[config.mk]
export PLATFORM = sky130hd
export DESIGN_NAME = vga_layer_mux_flat
export DESIGN_NICKNAME = d
export VERILOG_FILES = /design/src/rtl/vga_pkg.sv /design/src/rtl/vga_if.sv /design/src/rtl/vga_if_delay.sv /design/src/rtl/vga_layer_mux.sv /design/src/flat_wrapper.sv
export SDC_FILE = /design/constraint.sdc
export NUM_CORES = 1
export LEC_CHECK = 0
export ABC_AREA = 1
export CORE_ASPECT_RATIO = 2
export CORE_MARGIN = 2
export CORE_UTILIZATION = 40
export DETAILED_ROUTE_END_ITERATION = 6
export GPL_TIMING_DRIVEN = 0
export PLACE_DENSITY = 0.71
export SLEW_MARGIN = 20
export SYNTH_ARGS = -nofsm -noshare
export SYNTH_HDL_FRONTEND = slang
export SYNTH_SLANG_ARGS = --single-unit
[constraint.sdc]
create_clock -name clk -period 10.25 [get_ports clk]
set_input_delay 1.025 -clock clk [delete_from_list [all_inputs] [get_ports clk]]
set_output_delay 1.025 -clock clk [all_outputs]
set_load 0.05 [all_outputs]
[src/rtl/vga_pkg.sv]
// rtl/vga_pkg.sv - shared types and helpers for the VGA pixel pipeline
package vga_pkg;

  localparam int RGB_W = 12;
  localparam int HC_W  = 11;

  typedef logic [RGB_W-1:0] rgb_t;

  typedef enum logic {
    LAYER_OPAQUE = 1'b0,
    LAYER_BLEND  = 1'b1
  } layer_mode_e;

  typedef struct packed {
    logic [HC_W-1:0] hcount;
    logic [HC_W-1:0] vcount;
    logic            hsync;
    logic            vsync;
    logic            hblnk;
    logic            vblnk;
  } vga_timing_t;

  // Per-channel 50% mix; the 5-bit sum is truncated, so 15 + 0 gives 7.
  function automatic rgb_t rgb_avg(rgb_t a, rgb_t b);
    rgb_t       r;
    logic [4:0] s;
    r = '0;
    for (int c = 0; c < 3; c++) begin
      s = {1'b0, a[4*c +: 4]} + {1'b0, b[4*c +: 4]};
      r[4*c +: 4] = s[4:1];
    end
    return r;
  endfunction

endpackage

[src/rtl/vga_if.sv]
// rtl/vga_if.sv - VGA pixel stream bundle (timing fields plus colour)
interface vga_if;
  import vga_pkg::*;

  logic [HC_W-1:0] hcount;
  logic [HC_W-1:0] vcount;
  logic            hsync;
  logic            vsync;
  logic            hblnk;
  logic            vblnk;
  rgb_t            rgb;

  modport in  (input  hcount, vcount, hsync, vsync, hblnk, vblnk, rgb);
  modport out (output hcount, vcount, hsync, vsync, hblnk, vblnk, rgb);

endinterface

[src/rtl/vga_if_delay.sv]
// rtl/vga_if_delay.sv - registered DEPTH-stage delay of the vga timing fields
module vga_if_delay
  import vga_pkg::*;
#(
  parameter int DEPTH = 2
) (
  input  logic        clk,
  input  logic        rst,
  input  vga_timing_t din,
  output vga_timing_t dout
);

  vga_timing_t pipe [DEPTH];

  always_ff @(posedge clk or negedge rst) begin
    if (!rst) begin
      for (int i = 0; i < DEPTH; i++) pipe[i] <= '0;
    end else begin
      pipe[0] <= din;
      for (int i = 1; i < DEPTH; i++) pipe[i] <= pipe[i-1];
    end
  end

  assign dout = pipe[DEPTH-1];

endmodule

[src/rtl/vga_layer_mux.sv]
// rtl/vga_layer_mux.sv - overlay compositor with colour key, blend, frame-synced config
// and per-frame collision statistics; 2-cycle latency on every stream field.
module vga_layer_mux
  import vga_pkg::*;
#(
  parameter int   NUM_LAYERS = 4,
  parameter rgb_t KEY_RGB    = 12'hF0F,
  parameter int   CNT_W      = 16
) (
  input  logic                             clk,
  input  logic                             rst,
  vga_if.in                                in_if,
  input  logic [NUM_LAYERS-1:0]            layer_hit,
  input  logic [NUM_LAYERS-1:0][RGB_W-1:0] layer_rgb,
  input  logic [NUM_LAYERS-1:0]            cfg_en,
  input  logic [NUM_LAYERS-1:0]            cfg_blend,
  vga_if.out                               out_if,
  output logic [CNT_W-1:0]                 frame_cnt,
  output logic                             coll_flag,
  output logic [CNT_W-1:0]                 coll_pixels
);

  logic                            vsync_q;
  logic                            vsync_rise;
  logic [NUM_LAYERS-1:0]           act_en;
  logic [NUM_LAYERS-1:0]           act_blend;
  logic [NUM_LAYERS-1:0]           vis_now;
  logic                            coll_hit;
  logic [CNT_W-1:0]                coll_run;

  rgb_t                            s1_bg;
  logic [NUM_LAYERS-1:0][RGB_W-1:0] s1_rgb;
  logic [NUM_LAYERS-1:0]           s1_vis;
  logic [NUM_LAYERS-1:0]           s1_blend;
  logic                            s1_blank;
  rgb_t                            acc;
  rgb_t                            rgb_q;

  vga_timing_t                     tim_in;
  vga_timing_t                     tim_out;

  assign vsync_rise = in_if.vsync & ~vsync_q;

  always_comb begin
    vis_now = '0;
    for (int i = 0; i < NUM_LAYERS; i++)
      vis_now[i] = layer_hit[i] & act_en[i] & (layer_rgb[i] != KEY_RGB);
  end

  // A collision is two or more visible layers on one non-blanked pixel.
  if (NUM_LAYERS > 1) begin : g_coll
    logic seen;
    logic multi;
    always_comb begin
      seen  = 1'b0;
      multi = 1'b0;
      for (int i = 0; i < NUM_LAYERS; i++) begin
        if (vis_now[i]) begin
          multi = multi | seen;
          seen  = 1'b1;
        end
      end
    end
    assign coll_hit = multi & ~(in_if.hblnk | in_if.vblnk);
  end else begin : g_no_coll
    assign coll_hit = 1'b0;
  end

  always_ff @(posedge clk or negedge rst) begin
    if (!rst) begin
      vsync_q     <= 1'b0;
      act_en      <= '0;
      act_blend   <= '0;
      frame_cnt   <= '0;
      coll_run    <= '0;
      coll_pixels <= '0;
      coll_flag   <= 1'b0;
    end else begin
      vsync_q <= in_if.vsync;
      if (vsync_rise) begin
        act_en      <= cfg_en;
        act_blend   <= cfg_blend;
        frame_cnt   <= frame_cnt + CNT_W'(1);
        coll_pixels <= coll_run;
        coll_flag   <= |coll_run;
        coll_run    <= coll_hit ? CNT_W'(1) : '0;
      end else if (coll_hit && (coll_run != '1)) begin
        coll_run <= coll_run + CNT_W'(1);
      end
    end
  end

  // Blend modes are captured with the pixel so a config swap cannot split one pixel.
  always_ff @(posedge clk or negedge rst) begin
    if (!rst) begin
      s1_bg    <= '0;
      s1_rgb   <= '0;
      s1_vis   <= '0;
      s1_blend <= '0;
      s1_blank <= 1'b0;
      rgb_q    <= '0;
    end else begin
      s1_bg    <= in_if.rgb;
      s1_rgb   <= layer_rgb;
      s1_vis   <= vis_now;
      s1_blend <= act_blend;
      s1_blank <= in_if.hblnk | in_if.vblnk;
      rgb_q    <= s1_blank ? '0 : acc;
    end
  end

  always_comb begin
    acc = s1_bg;
    for (int i = 0; i < NUM_LAYERS; i++) begin
      if (s1_vis[i])
        acc = (layer_mode_e'(s1_blend[i]) == LAYER_BLEND) ? rgb_avg(acc, s1_rgb[i]) : s1_rgb[i];
    end
  end

  assign tim_in = '{hcount: in_if.hcount, vcount: in_if.vcount, hsync: in_if.hsync,
                    vsync: in_if.vsync, hblnk: in_if.hblnk, vblnk: in_if.vblnk};

  vga_if_delay #(.DEPTH(2)) u_delay (
    .clk  (clk),
    .rst  (rst),
    .din  (tim_in),
    .dout (tim_out)
  );

  assign out_if.hcount = tim_out.hcount;
  assign out_if.vcount = tim_out.vcount;
  assign out_if.hsync  = tim_out.hsync;
  assign out_if.vsync  = tim_out.vsync;
  assign out_if.hblnk  = tim_out.hblnk;
  assign out_if.vblnk  = tim_out.vblnk;
  assign out_if.rgb    = rgb_q;

endmodule
[src/flat_wrapper.sv]
// flat-port wrapper written by rule: the top's interface ports become plain ports
module vga_layer_mux_flat import vga_pkg::*;
#(
  parameter int   NUM_LAYERS = 4,
  parameter rgb_t KEY_RGB    = 12'hF0F,
  parameter int   CNT_W      = 16
)
  (clk, rst, layer_hit, layer_rgb, cfg_en, cfg_blend, frame_cnt, coll_flag, coll_pixels, in_if_hcount, in_if_vcount, in_if_hsync, in_if_vsync, in_if_hblnk, in_if_vblnk, in_if_rgb, out_if_hcount, out_if_vcount, out_if_hsync, out_if_vsync, out_if_hblnk, out_if_vblnk, out_if_rgb);
  vga_if in_if_i ();
  vga_if out_if_i ();
  input  logic clk;
  input  logic rst;
  input  logic [NUM_LAYERS-1:0] layer_hit;
  input  logic [NUM_LAYERS-1:0][RGB_W-1:0] layer_rgb;
  input  logic [NUM_LAYERS-1:0] cfg_en;
  input  logic [NUM_LAYERS-1:0] cfg_blend;
  output logic [CNT_W-1:0] frame_cnt;
  output logic coll_flag;
  output logic [CNT_W-1:0] coll_pixels;
  input wire logic [$bits(in_if_i.hcount)-1:0] in_if_hcount;
  input wire logic [$bits(in_if_i.vcount)-1:0] in_if_vcount;
  input wire logic [$bits(in_if_i.hsync)-1:0] in_if_hsync;
  input wire logic [$bits(in_if_i.vsync)-1:0] in_if_vsync;
  input wire logic [$bits(in_if_i.hblnk)-1:0] in_if_hblnk;
  input wire logic [$bits(in_if_i.vblnk)-1:0] in_if_vblnk;
  input wire logic [$bits(in_if_i.rgb)-1:0] in_if_rgb;
  output wire logic [$bits(out_if_i.hcount)-1:0] out_if_hcount;
  output wire logic [$bits(out_if_i.vcount)-1:0] out_if_vcount;
  output wire logic [$bits(out_if_i.hsync)-1:0] out_if_hsync;
  output wire logic [$bits(out_if_i.vsync)-1:0] out_if_vsync;
  output wire logic [$bits(out_if_i.hblnk)-1:0] out_if_hblnk;
  output wire logic [$bits(out_if_i.vblnk)-1:0] out_if_vblnk;
  output wire logic [$bits(out_if_i.rgb)-1:0] out_if_rgb;
  assign in_if_i.hcount = in_if_hcount;
  assign in_if_i.vcount = in_if_vcount;
  assign in_if_i.hsync = in_if_hsync;
  assign in_if_i.vsync = in_if_vsync;
  assign in_if_i.hblnk = in_if_hblnk;
  assign in_if_i.vblnk = in_if_vblnk;
  assign in_if_i.rgb = in_if_rgb;
  assign out_if_hcount = out_if_i.hcount;
  assign out_if_vcount = out_if_i.vcount;
  assign out_if_hsync = out_if_i.hsync;
  assign out_if_vsync = out_if_i.vsync;
  assign out_if_hblnk = out_if_i.hblnk;
  assign out_if_vblnk = out_if_i.vblnk;
  assign out_if_rgb = out_if_i.rgb;
  vga_layer_mux #(.NUM_LAYERS(NUM_LAYERS), .KEY_RGB(KEY_RGB), .CNT_W(CNT_W)) u_core (.clk(clk), .rst(rst), .in_if(in_if_i), .layer_hit(layer_hit), .layer_rgb(layer_rgb), .cfg_en(cfg_en), .cfg_blend(cfg_blend), .out_if(out_if_i), .frame_cnt(frame_cnt), .coll_flag(coll_flag), .coll_pixels(coll_pixels));
endmodule
==> flow_summary.json, run 1 <==
{
  "critPathLaunchType": "register",
  "synthCells": 977,
  "wirelength_mm": 22.91,
  "num_vias": 7348,
  "synth.avg_cell_area_um2": 9.292,
  "hold_viol_final": 0,
  "fp.dieArea_um2": 23990,
  "fin_ws_ns": 5.527,
  "skew_ns": 0.006131,
  "synth_top_area_share": 0.5237,
  "rsz0062_at_grt": "false",
  "period_minus_slack_ns": 4.723,
  "ys_seq_elements": 190,
  "drt_iter0_drc": 447,
  "max_stage_delay_ns": 0.48,
  "wire_per_inst_um": 15.68,
  "cts.sinks": 190,
  "dp.final_hpwl_mm": 17.53,
  "status": "finished, final reports clean",
  "die_h_um": 217.1,
  "gp_congestion": 0.8758,
  "cap_violations": 0,
  "port_buffers": 170,
  "synth_area_leader_cell": "dfrtp_1",
  "crit_family": "adder cells",
  "timing.fmax_ghz": 0.2117,
  "powerDensity_nw_per_um2": 176.5,
  "num_rows": 78,
  "cts_tree": "yes",
  "place_ws_ns": 5.670,
  "ys_types": 40,
  "clock_latency_ns": 0.44,
  "coreArea_um2": 22450,
  "dr.pass1.iters": 5,
  "start_util": 0.4045,
  "avgViaCountPerCell": 5.029,
  "critical_path_class": "reg -> reg",
  "grt_max_degree": 74,
  "cts-buffers-inserted": 17,
  "p_leak_uw": 0.005567,
  "syn_to_final_growth_pct": 29.60,
  "critical_path_buf_inv_count": 3,
  "p_switching_uw": 707.9,
  "tightest_slew_ns": 0.6098,
  "seqPwrFrac": 0.419,
  "crit_path_top_delay_cell": "fa_1",
  "syn_area_um2": 9079,
  "ys_seq_area_frac": 0.5237,
  "required_ns": 10.60,
  "ir_drop_uv": 156.6,
  "die_w_um": 110.5,
  "post_cts_buffers": 0,
  "track_usage": 0.1974,
  "clk_pin_slew_ns": 0.07,
  "switching_share": 0.3409,
  "min_period_over_period": 0.4608,
  "overflow": 0,
  "crit_chain": "nand2_1 > inv_1 > fa_1 > nand2_1 > inv_1 > o31ai_1 > o21ai_1 > fa_1 > xnor2_1 > o21ai_0 > o21ai_0 > inv_1 > fa_1 > o21ai_0 > and2_1 > nand2_1 > fa_1 > xor2_1 > o21ai_0 > nand2_1 > a21oi_1",
  "nFillCells": 2095,
  "clkPwrFrac": 0.310,
  "ant_nets": 0,
  "synthTopCellsByArea": "dfrtp_1 52%, nand2_1 9.4%, ha_1 5.4%",
  "yosysWarnings": 0,
  "tns_ns": 0,
  "cts_max_path_buffers": 2,
  "slew_headroom": 0.5935,
  "crit_fanout": 3,
  "p_int_uw": 1369,
  "antenna_cells": 0,
  "reg2reg_slack_ns": 5.53,
  "postCtsHoldBufs": 0,
  "setup_viol": 0,
  "grt_pass1_vias": 7628,
  "comb_power_share": 0.272,
  "h-tree-depth": 4,
  "syn_nets": 1128,
  "hp-class": "reg -> reg",
  "grt_pass1_wl_mm": 37.72,
  "fin_nets": 1319,
  "antenna_found_initial": 0,
  "layout-drive-gt1-share": 0.07367,
  "drc": 0,
  "cts-root-buf": "clkbuf_16",
  "drv_slew": 0,
  "ios": 171,
  "cts_resized": 0,
  "worstSetupEndpointType": "register",
  "crit_arrival_ns": 5.08
}
-- cell usage in the layout, fill, tap and decap left out, types with 5 or more instances in the layout --
| master | n |
|---|---|
| a21oi_1 | 56 |
| buf_4 | 22 |
| clkbuf_1 | 16 |
| clkbuf_16 | 17 |
| clkdlybuf4s50_1 | 169 |
| dfrtp_1 | 190 |
| fa_1 | 12 |
| ha_1 | 39 |
| inv_1 | 94 |
| inv_6 | 6 |
| nand2_1 | 227 |
| nand3_1 | 77 |
| nand4_1 | 18 |
| nor2_1 | 60 |
| nor3_1 | 11 |
| o211ai_1 | 25 |
| o21ai_0 | 46 |
| or2_2 | 5 |
| xnor2_1 | 10 |
| xor2_1 | 23 |
-- kinds of logic after synthesis --
kind of cell / synth area share
compound gates: 0.08159
xor+xnor: 0.03183
fa+ha+maj: 0.08021
buf+inv: 0.07291
flops: 0.5237
simple gates: 0.2098
-- power by group through the flow --
stage	clock network (uW)	logic (uW)	registers [uW]
after floorplan	0	262	976
after global placement	0	548	883
after detailed placement	0	564	883
after CTS	667	567	870
after global routing	699	619	878
final	643	564	870
-- final timing paths --
path,endpoint,from,cells past startpoint
setup / recovery,u_core.out_if.rgb[5]$_DFF_PN0_,u_core.s1_rgb[4]$_DFF_PN0_,21
hold / removal,u_core.u_delay.dout[11]$_DFF_PN0_,u_core.u_delay.pipe[37]$_DFF_PN0_,0
setup reg to reg,u_core.out_if.rgb[5]$_DFF_PN0_,u_core.s1_rgb[4]$_DFF_PN0_,21
hold reg to reg,u_core.u_delay.dout[11]$_DFF_PN0_,u_core.u_delay.pipe[37]$_DFF_PN0_,0
max in group asynchronous,u_core.u_delay.dout[13]$_DFF_PN0_,rst,2
min in group asynchronous,u_core.s1_rgb[10]$_DFF_PN0_,rst,1
-- metal layers --
layer | track usage | share of wire
met4 | 0.07708 | 0.029
met1 | 0.2385 | 0.41
met5 | 0 | 0
met2 | 0.3260 | 0.48
met3 | 0.06656 | 0.077
-- cell usage after synthesis, drive strengths merged --
| master | n |
|---|---|
| clkinv | 3 |
| fa | 12 |
| nor3b | 1 |
| inv | 96 |
| buf | 32 |
| o31ai | 2 |
| a221oi | 1 |
| ha | 39 |
| o211ai | 25 |
| and2 | 3 |
| xor2 | 23 |
| nand3b | 1 |
| nor2 | 65 |
| a21oi | 56 |
| a41oi | 1 |
| nor3 | 14 |
| nand4 | 19 |
| clkbuf | 16 |
| dfrtp | 190 |
| xnor2 | 10 |
| o21ai | 48 |
| nand3 | 80 |
| nor4 | 5 |
| nand2 | 229 |
| or2 | 6 |
-- registers in the layout, indices dropped and copies added, names as in the netlist --
register / count
u_core.act_blend: 4
u_core.act_en: 4
u_core.coll_flag: 1
u_core.coll_pixels: 16
u_core.coll_run: 16
u_core.frame_cnt: 16
u_core.out_if.rgb: 12
u_core.s1_bg: 12
u_core.s1_blank: 1
u_core.s1_blend: 4
u_core.s1_rgb: 48
u_core.s1_vis: 4
u_core.u_delay.dout: 26
u_core.u_delay.pipe: 25
u_core.vsync_q: 1
-- stage by stage --
step	hold WS (ns)	cells	power [uW]	utilization	cell area, um2
6_report	0.3472	1461	2077	0.5242	11770
3_3_place_gp	0.3312	1427	1431	0.4959	11130
5_1_grt	0.3536	1461	2196	0.5242	11770
2_1_floorplan	0.3312	977	1238	-	9079
3_5_place_dp	0.3347	1429	1447	0.4986	11190
4_1_cts	0.3468	1461	2104	0.5242	11770
-- layout make-up --
class / instances / area (um2) / share of cell area
timing repair buffer: 172 / 1762 / 0.1497
tap: 280 / 350.3 / 0.02977
sequential: 190 / 4755 / 0.4041
clock inverter: 11 / 95.09 / 0.008082
buffer: 48 / 290.3 / 0.02467
multi-input combinational: 640 / 3662 / 0.3112
inverter: 99 / 371.6 / 0.03158
clock buffer: 21 / 480.5 / 0.04083
Power figures use the tool's default switching activity.
==> run 2: changes to the inputs <==
--- a/config.mk
+++ b/config.mk
@@ -11,7 +11,7 @@
 export CORE_UTILIZATION = 40
 export DETAILED_ROUTE_END_ITERATION = 6
 export GPL_TIMING_DRIVEN = 0
-export PLACE_DENSITY = 0.71
+export PLACE_DENSITY = 0.73
 export SLEW_MARGIN = 20
 export SYNTH_ARGS = -nofsm -noshare
 export SYNTH_HDL_FRONTEND = slang
==> constraint.sdc (replaced) <==
create_clock -name clk -period 4.3 [get_ports clk]
set_input_delay 0.43 -clock clk [delete_from_list [all_inputs] [get_ports clk]]
set_output_delay 0.43 -clock clk [all_outputs]
set_load 0.05 [all_outputs]
==> flow_summary.json, run 2 (synthesis results as in run 1) <==
{
  "drt_iter0_drc": 495,
  "cts_max_path_buffers": 2,
  "reg2reg_slack_ns": 0.08,
  "crit_fanout": 4,
  "grt_pass1_vias": 7930,
  "cts-root-buf": "clkbuf_16",
  "ant_nets": 0,
  "crit_arrival_ns": 4.59,
  "min_period_over_period": 0.9806,
  "comb_power_share": 0.292,
  "p_switching_uw": 1801,
  "cpMostUsedCell": "nand2_1",
  "clock_latency_ns": 0.45,
  "track_usage": 0.2049,
  "syn_to_final_growth_pct": 37.38,
  "layout-drive-gt1-share": 0.1821,
  "timing.fmax_ghz": 0.2372,
  "ir_drop_uv": 354.9,
  "dp.final_hpwl_mm": 17.57,
  "max_stage_delay_ns": 0.41,
  "cts-buffers-inserted": 17,
  "p_int_uw": 3478,
  "cap_violations": 0,
  "largest_reg_flops": 48,
  "clk_pin_slew_ns": 0.08,
  "drv_slew": 0,
  "cts.sinks": 190,
  "critPathLaunchType": "register",
  "required_ns": 4.67,
  "fin_nets": 1346,
  "nFillCells": 2001,
  "die_w_um": 110.5,
  "grt_pass1_wl_mm": 39.32,
  "fp.dieArea_um2": 23990,
  "slew_headroom": 0.5043,
  "layout_common_cells": "212 x nand2_1, 188 x dfrtp_1, 169 x clkdlybuf4s50_1, 77 x inv_1, 71 x nand3_1",
  "crit_path_top_delay_cell": "dfrtp_1",
  "switching_share": 0.3411,
  "hold_viol_final": 0,
  "critical_path_class": "reg -> reg",
  "status": "finished, final reports clean",
  "rsz0062_at_grt": "true",
  "avgViaCountPerCell": 5.107,
  "die_h_um": 217.1,
  "fin_util": 0.5556,
  "hold_ws_ns": 0.002444,
  "layout_commonest_cell": "nand2_1",
  "wire_per_inst_um": 16.64,
  "cts_tree": "yes",
  "dr.pass1.iters": 6,
  "r2r_start": "u_core.s1_bg[4]$_DFF_PN0_",
  "hp-class": "in -> async",
  "period_minus_slack_ns": 4.217,
  "tightest_slew_ns": 0.7436,
  "seqPwrFrac": 0.395,
  "gp_congestion": 0.8605,
  "p_leak_uw": 0.005728,
  "overflow": 0,
  "drc": 0,
  "coreArea_um2": 22450,
  "top_register": "u_core.s1_rgb",
  "antenna_found_initial": 1,
  "reg2regPathDepth": 35,
  "powerDensity_nw_per_um2": 423.3,
  "skew_ns": 0.01106,
  "wirelength_mm": 24.78,
  "ios": 171,
  "num_vias": 7605,
  "grt_max_degree": 100,
  "start_util": 0.4045,
  "num_rows": 78,
  "rr_endpoint": "u_core.out_if.rgb[6]$_DFF_PN0_",
  "clkPwrFrac": 0.313,
  "worstSetupEndpointType": "register",
  "setup_viol": 0,
  "h-tree-depth": 4,
  "port_buffers": 170
}
## run 2: cell count changes in the layout (fill, tap and decap cells not counted), moves of 17 or more
cell     before  now
inv_1        94   77
inv_2         2   19
ha_4          0   19
o21ai_0      46   26
ha_1         39   20
buf_4        22   49
## run 2: worst max-delay path: cells and delay by family (launching register included)
kind	cells	cell delay (ns)
buf+inv	7	0.37
compound gates	3	0.34
flops	1	0.41
simple gates	21	1.68
fa+ha+maj	4	1.31
## run 2: worst max-delay path by stage
stage                                           end  slack [ns]                        from  depth (start not counted)
finish               u_core.out_if.rgb[6]$_DFF_PN0_        0.08   u_core.s1_bg[4]$_DFF_PN0_                         35
global route         u_core.out_if.rgb[2]$_DFF_PN0_       -0.19  u_core.s1_rgb[0]$_DFF_PN0_                         36
CTS                  u_core.out_if.rgb[9]$_DFF_PN0_        0.01   u_core.s1_bg[8]$_DFF_PN0_                         25
detailed placement   u_core.out_if.rgb[6]$_DFF_PN0_       -0.28   u_core.s1_bg[4]$_DFF_PN0_                         27
global placement    u_core.coll_run[10]$_DFFE_PN0P_       -4.75                         rst                          1
floorplan            u_core.out_if.rgb[1]$_DFF_PN0_        0.40   u_core.s1_bg[0]$_DFF_PN0_                         21
## run 2: per-layer routing
layer	up-vias	GRT usage	wire length, um
li1	3612	-	-
met1	3658	0.2456	9921
met2	288	0.3464	12250
met3	47	0.06572	1955
met4	0	0.07292	661
met5	-	0	0
## run 2: power groups by stage
stage / clock network [uW] / registers [uW] / logic (uW)
2_1_floorplan: 0 / 2330 / 624
3_3_place_gp: 0 / 2110 / 1300
3_5_place_dp: 0 / 2110 / 1340
4_1_cts: 1680 / 2080 / 1380
5_1_grt: 1760 / 2100 / 1680
6_report: 1650 / 2090 / 1540
## run 2: per-stage QoR
step / total power [uW] / setup WS, ns / setup TNS (ns) / std cells / instance area [um2]
finish: 5279 / 0.08342 / 0 / 1489 / 12470
global route: 5542 / -0.1880 / -0.8902 / 1489 / 12470
CTS: 5139 / 0.01191 / 0 / 1465 / 11900
detailed placement: 3447 / -0.2782 / -1.231 / 1428 / 11160
global placement: 3410 / -4.750 / -900.67 / 1427 / 11130
floorplan: 2950 / 0.3970 / 0 / 977 / 9079
## run 2: what timing repair did
item | in CTS | in global routing
buffers inserted | 5 | 23
setup endpoints to repair | 11 | 12
gates resized for setup | 19 | 110
pin swaps | 2 | 66
hold buffers | 0 | 0
gates cloned | 0 | 0
## run 2: layout make-up
type	count	area, um2	share of cell area
clock inverter	12	143.9	0.01154
inverter	99	371.6	0.02980
clock buffer	20	466.7	0.03742
multi-input combinational	640	4140	0.3320
sequential	190	4757	0.3814
tap	280	350.3	0.02809
antenna	1	2.502	0.0002006
timing repair buffer	199	1948	0.1562
buffer	48	291.5	0.02337
==> run 3: changes to the inputs <==
--- a/config.mk
+++ b/config.mk
@@ -9,6 +9,7 @@
 export CORE_ASPECT_RATIO = 2
 export CORE_MARGIN = 2
 export CORE_UTILIZATION = 40
+export CTS_BUF_LIST = sky130_fd_sc_hd__clkbuf_16
 export DETAILED_ROUTE_END_ITERATION = 6
 export GPL_TIMING_DRIVEN = 0
 export PLACE_DENSITY = 0.73
==> flow_summary.json, run 3 (synthesis results as in run 1) <==
{
  "status": "finished, violations left",
  "switching_share": 0.3437,
  "antenna_found_initial": 1,
  "gp_congestion": 0.8605,
  "crit_path_top_delay_cell": "dfrtp_1",
  "h-tree-depth": 4,
  "top_register": "u_core.s1_rgb",
  "seqPwrFrac": 0.399,
  "rsz0062_at_grt": "true",
  "tns_ns": 0,
  "coreArea_um2": 22450,
  "layout_commonest_cell": "nand2_1",
  "timing.fmax_ghz": 0.2355,
  "wirelength_mm": 24.70,
  "max_stage_delay_ns": 0.41,
  "power_uw": 5221,
  "cts_tree": "yes",
  "clkPwrFrac": 0.305,
  "drc": 1,
  "overflow": 0,
  "grt_pass1_vias": 7917,
  "fin_ws_ns": 0.05332,
  "syn_to_final_growth_pct": 37.13,
  "critical_path_class": "reg -> reg",
  "largest_reg_flops": 48,
  "layout_common_cells": "209 x nand2_1, 188 x dfrtp_1, 169 x clkdlybuf4s50_1, 75 x inv_1, 71 x nand3_1",
  "fp.dieArea_um2": 23990,
  "cts-root-buf": "clkbuf_16",
  "port_buffers": 170,
  "cts-buffers-inserted": 17,
  "hold_ws_ns": 0.004137,
  "dr.pass1.iters": 7,
  "grt_max_degree": 100,
  "crit_arrival_ns": 4.62,
  "p_switching_uw": 1794,
  "gr-usage-met1": 0.2450,
  "drt_iter0_drc": 453,
  "skew_ns": 0.01197,
  "place_ws_ns": -0.2782,
  "cap_violations": 0,
  "r2r_start": "u_core.s1_bg[4]$_DFF_PN0_",
  "track_usage": 0.2042,
  "cpMostUsedCell": "nand2_1",
  "start_util": 0.4045,
  "die_w_um": 110.5,
  "drv_slew": 0,
  "crit_fanout": 4,
  "dp.final_hpwl_mm": 17.57,
  "violations": "design-rule violations",
  "num_vias": 7647,
  "cts.sinks": 190,
  "clk_pin_slew_ns": 0.08,
  "powerDensity_nw_per_um2": 419.4,
  "critPathLaunchType": "register",
  "layout-drive-gt1-share": 0.1836,
  "hp-class": "in -> async",
  "slew_headroom": 0.5044,
  "hold_viol_final": 0,
  "crit_start": "u_core.s1_bg[4]$_DFF_PN0_",
  "postCtsHoldBufs": 0,
  "setup_viol": 0,
  "avgViaCountPerCell": 5.132,
  "grt_most_used_layer": "met2",
  "ant_nets": 0,
  "grtUsageMet3": 0.06600,
  "ir_drop_uv": 351.9,
  "tightest_slew_ns": 0.7435,
  "num_rows": 78,
  "worstSetupEndpointType": "register",
  "use_met2": 0.3446,
  "wire_per_inst_um": 16.58,
  "p_leak_uw": 0.005708,
  "ios": 171,
  "grt_pass1_wl_mm": 39.21,
  "die_h_um": 217.1,
  "period_minus_slack_ns": 4.247,
  "clock_latency_ns": 0.45,
  "min_period_over_period": 0.9876,
  "comb_power_share": 0.296,
  "fin_nets": 1347,
  "required_ns": 4.67,
  "p_int_uw": 3426,
  "cts_max_path_buffers": 2
}
==> run 3: critical path, delay by kind of cell, from the launching register on <==
| family | cells | cell delay [ns] |
|---|---|---|
| AND/OR/NAND/NOR | 21 | 1.74 |
| flip-flops | 1 | 0.41 |
| adder cells (fa/ha/maj) | 4 | 1.30 |
| AO/OA/AOI/OAI | 3 | 0.34 |
| buffers and inverters | 7 | 0.36 |
==> run 3: per-layer routing <==
metal,vias to the layer above,routed length [um]
met5,-,0
met4,0,697
met3,45,2041
met2,314,12150
met1,3671,9815
li1,3617,-
==> run 3: layout make-up <==
class | instances | area (um2)
sequential | 190 | 4757
clock inverter | 15 | 155.1
inverter | 99 | 371.6
multi-input combinational | 640 | 4140
antenna | 1 | 2.502
clock buffer | 17 | 425.4
fill | 2010 | 9997
timing repair buffer | 200 | 1956
buffer | 48 | 291.5
tap | 280 | 350.3
==> run 3: power groups by stage <==
stage	clock [uW]	combinational [uW]	sequential (uW)
final	1590	1540	2090
after CTS	1620	1380	2080
after global routing	1700	1680	2100
after detailed placement	0	1340	2110
after floorplan	0	624	2330
after global placement	0	1300	2110
==> run 3: worst paths after layout <==
check / end / slack, ns / cells after the start
max: u_core.out_if.rgb[6]$_DFF_PN0_ / 0.05 / 35
min: u_core.s1_rgb[6]$_DFF_PN0_ / 0.004 / 1
max reg2reg: u_core.out_if.rgb[6]$_DFF_PN0_ / 0.05 / 35
min reg2reg: u_core.u_delay.dout[6]$_DFF_PN0_ / 0.35 / 0
max in group asynchronous: u_core.coll_run[9]$_DFFE_PN0P_ / 3.41 / 2
min in group clk: u_core.u_delay.dout[6]$_DFF_PN0_ / 0.35 / 0
==> run 3: stage by stage <==
| stage | utilization | cells | instance area, um2 |
|---|---|---|---|
| 2_1_floorplan | - | 977 | 9079 |
| 5_1_grt | 0.5546 | 1490 | 12450 |
| 6_report | 0.5546 | 1490 | 12450 |
| 3_5_place_dp | 0.4973 | 1428 | 11160 |
| 3_3_place_gp | 0.4959 | 1427 | 11130 |
| 4_1_cts | 0.5288 | 1465 | 11870 |
==> run 3: timing repair <==
item                                    in CTS  in global routing
endpoints found under the setup margin      11                 12
gates resized for setup                     19                114
gates cloned                                 0                  0
pin swaps                                    2                 69
buffers inserted                             5                 24
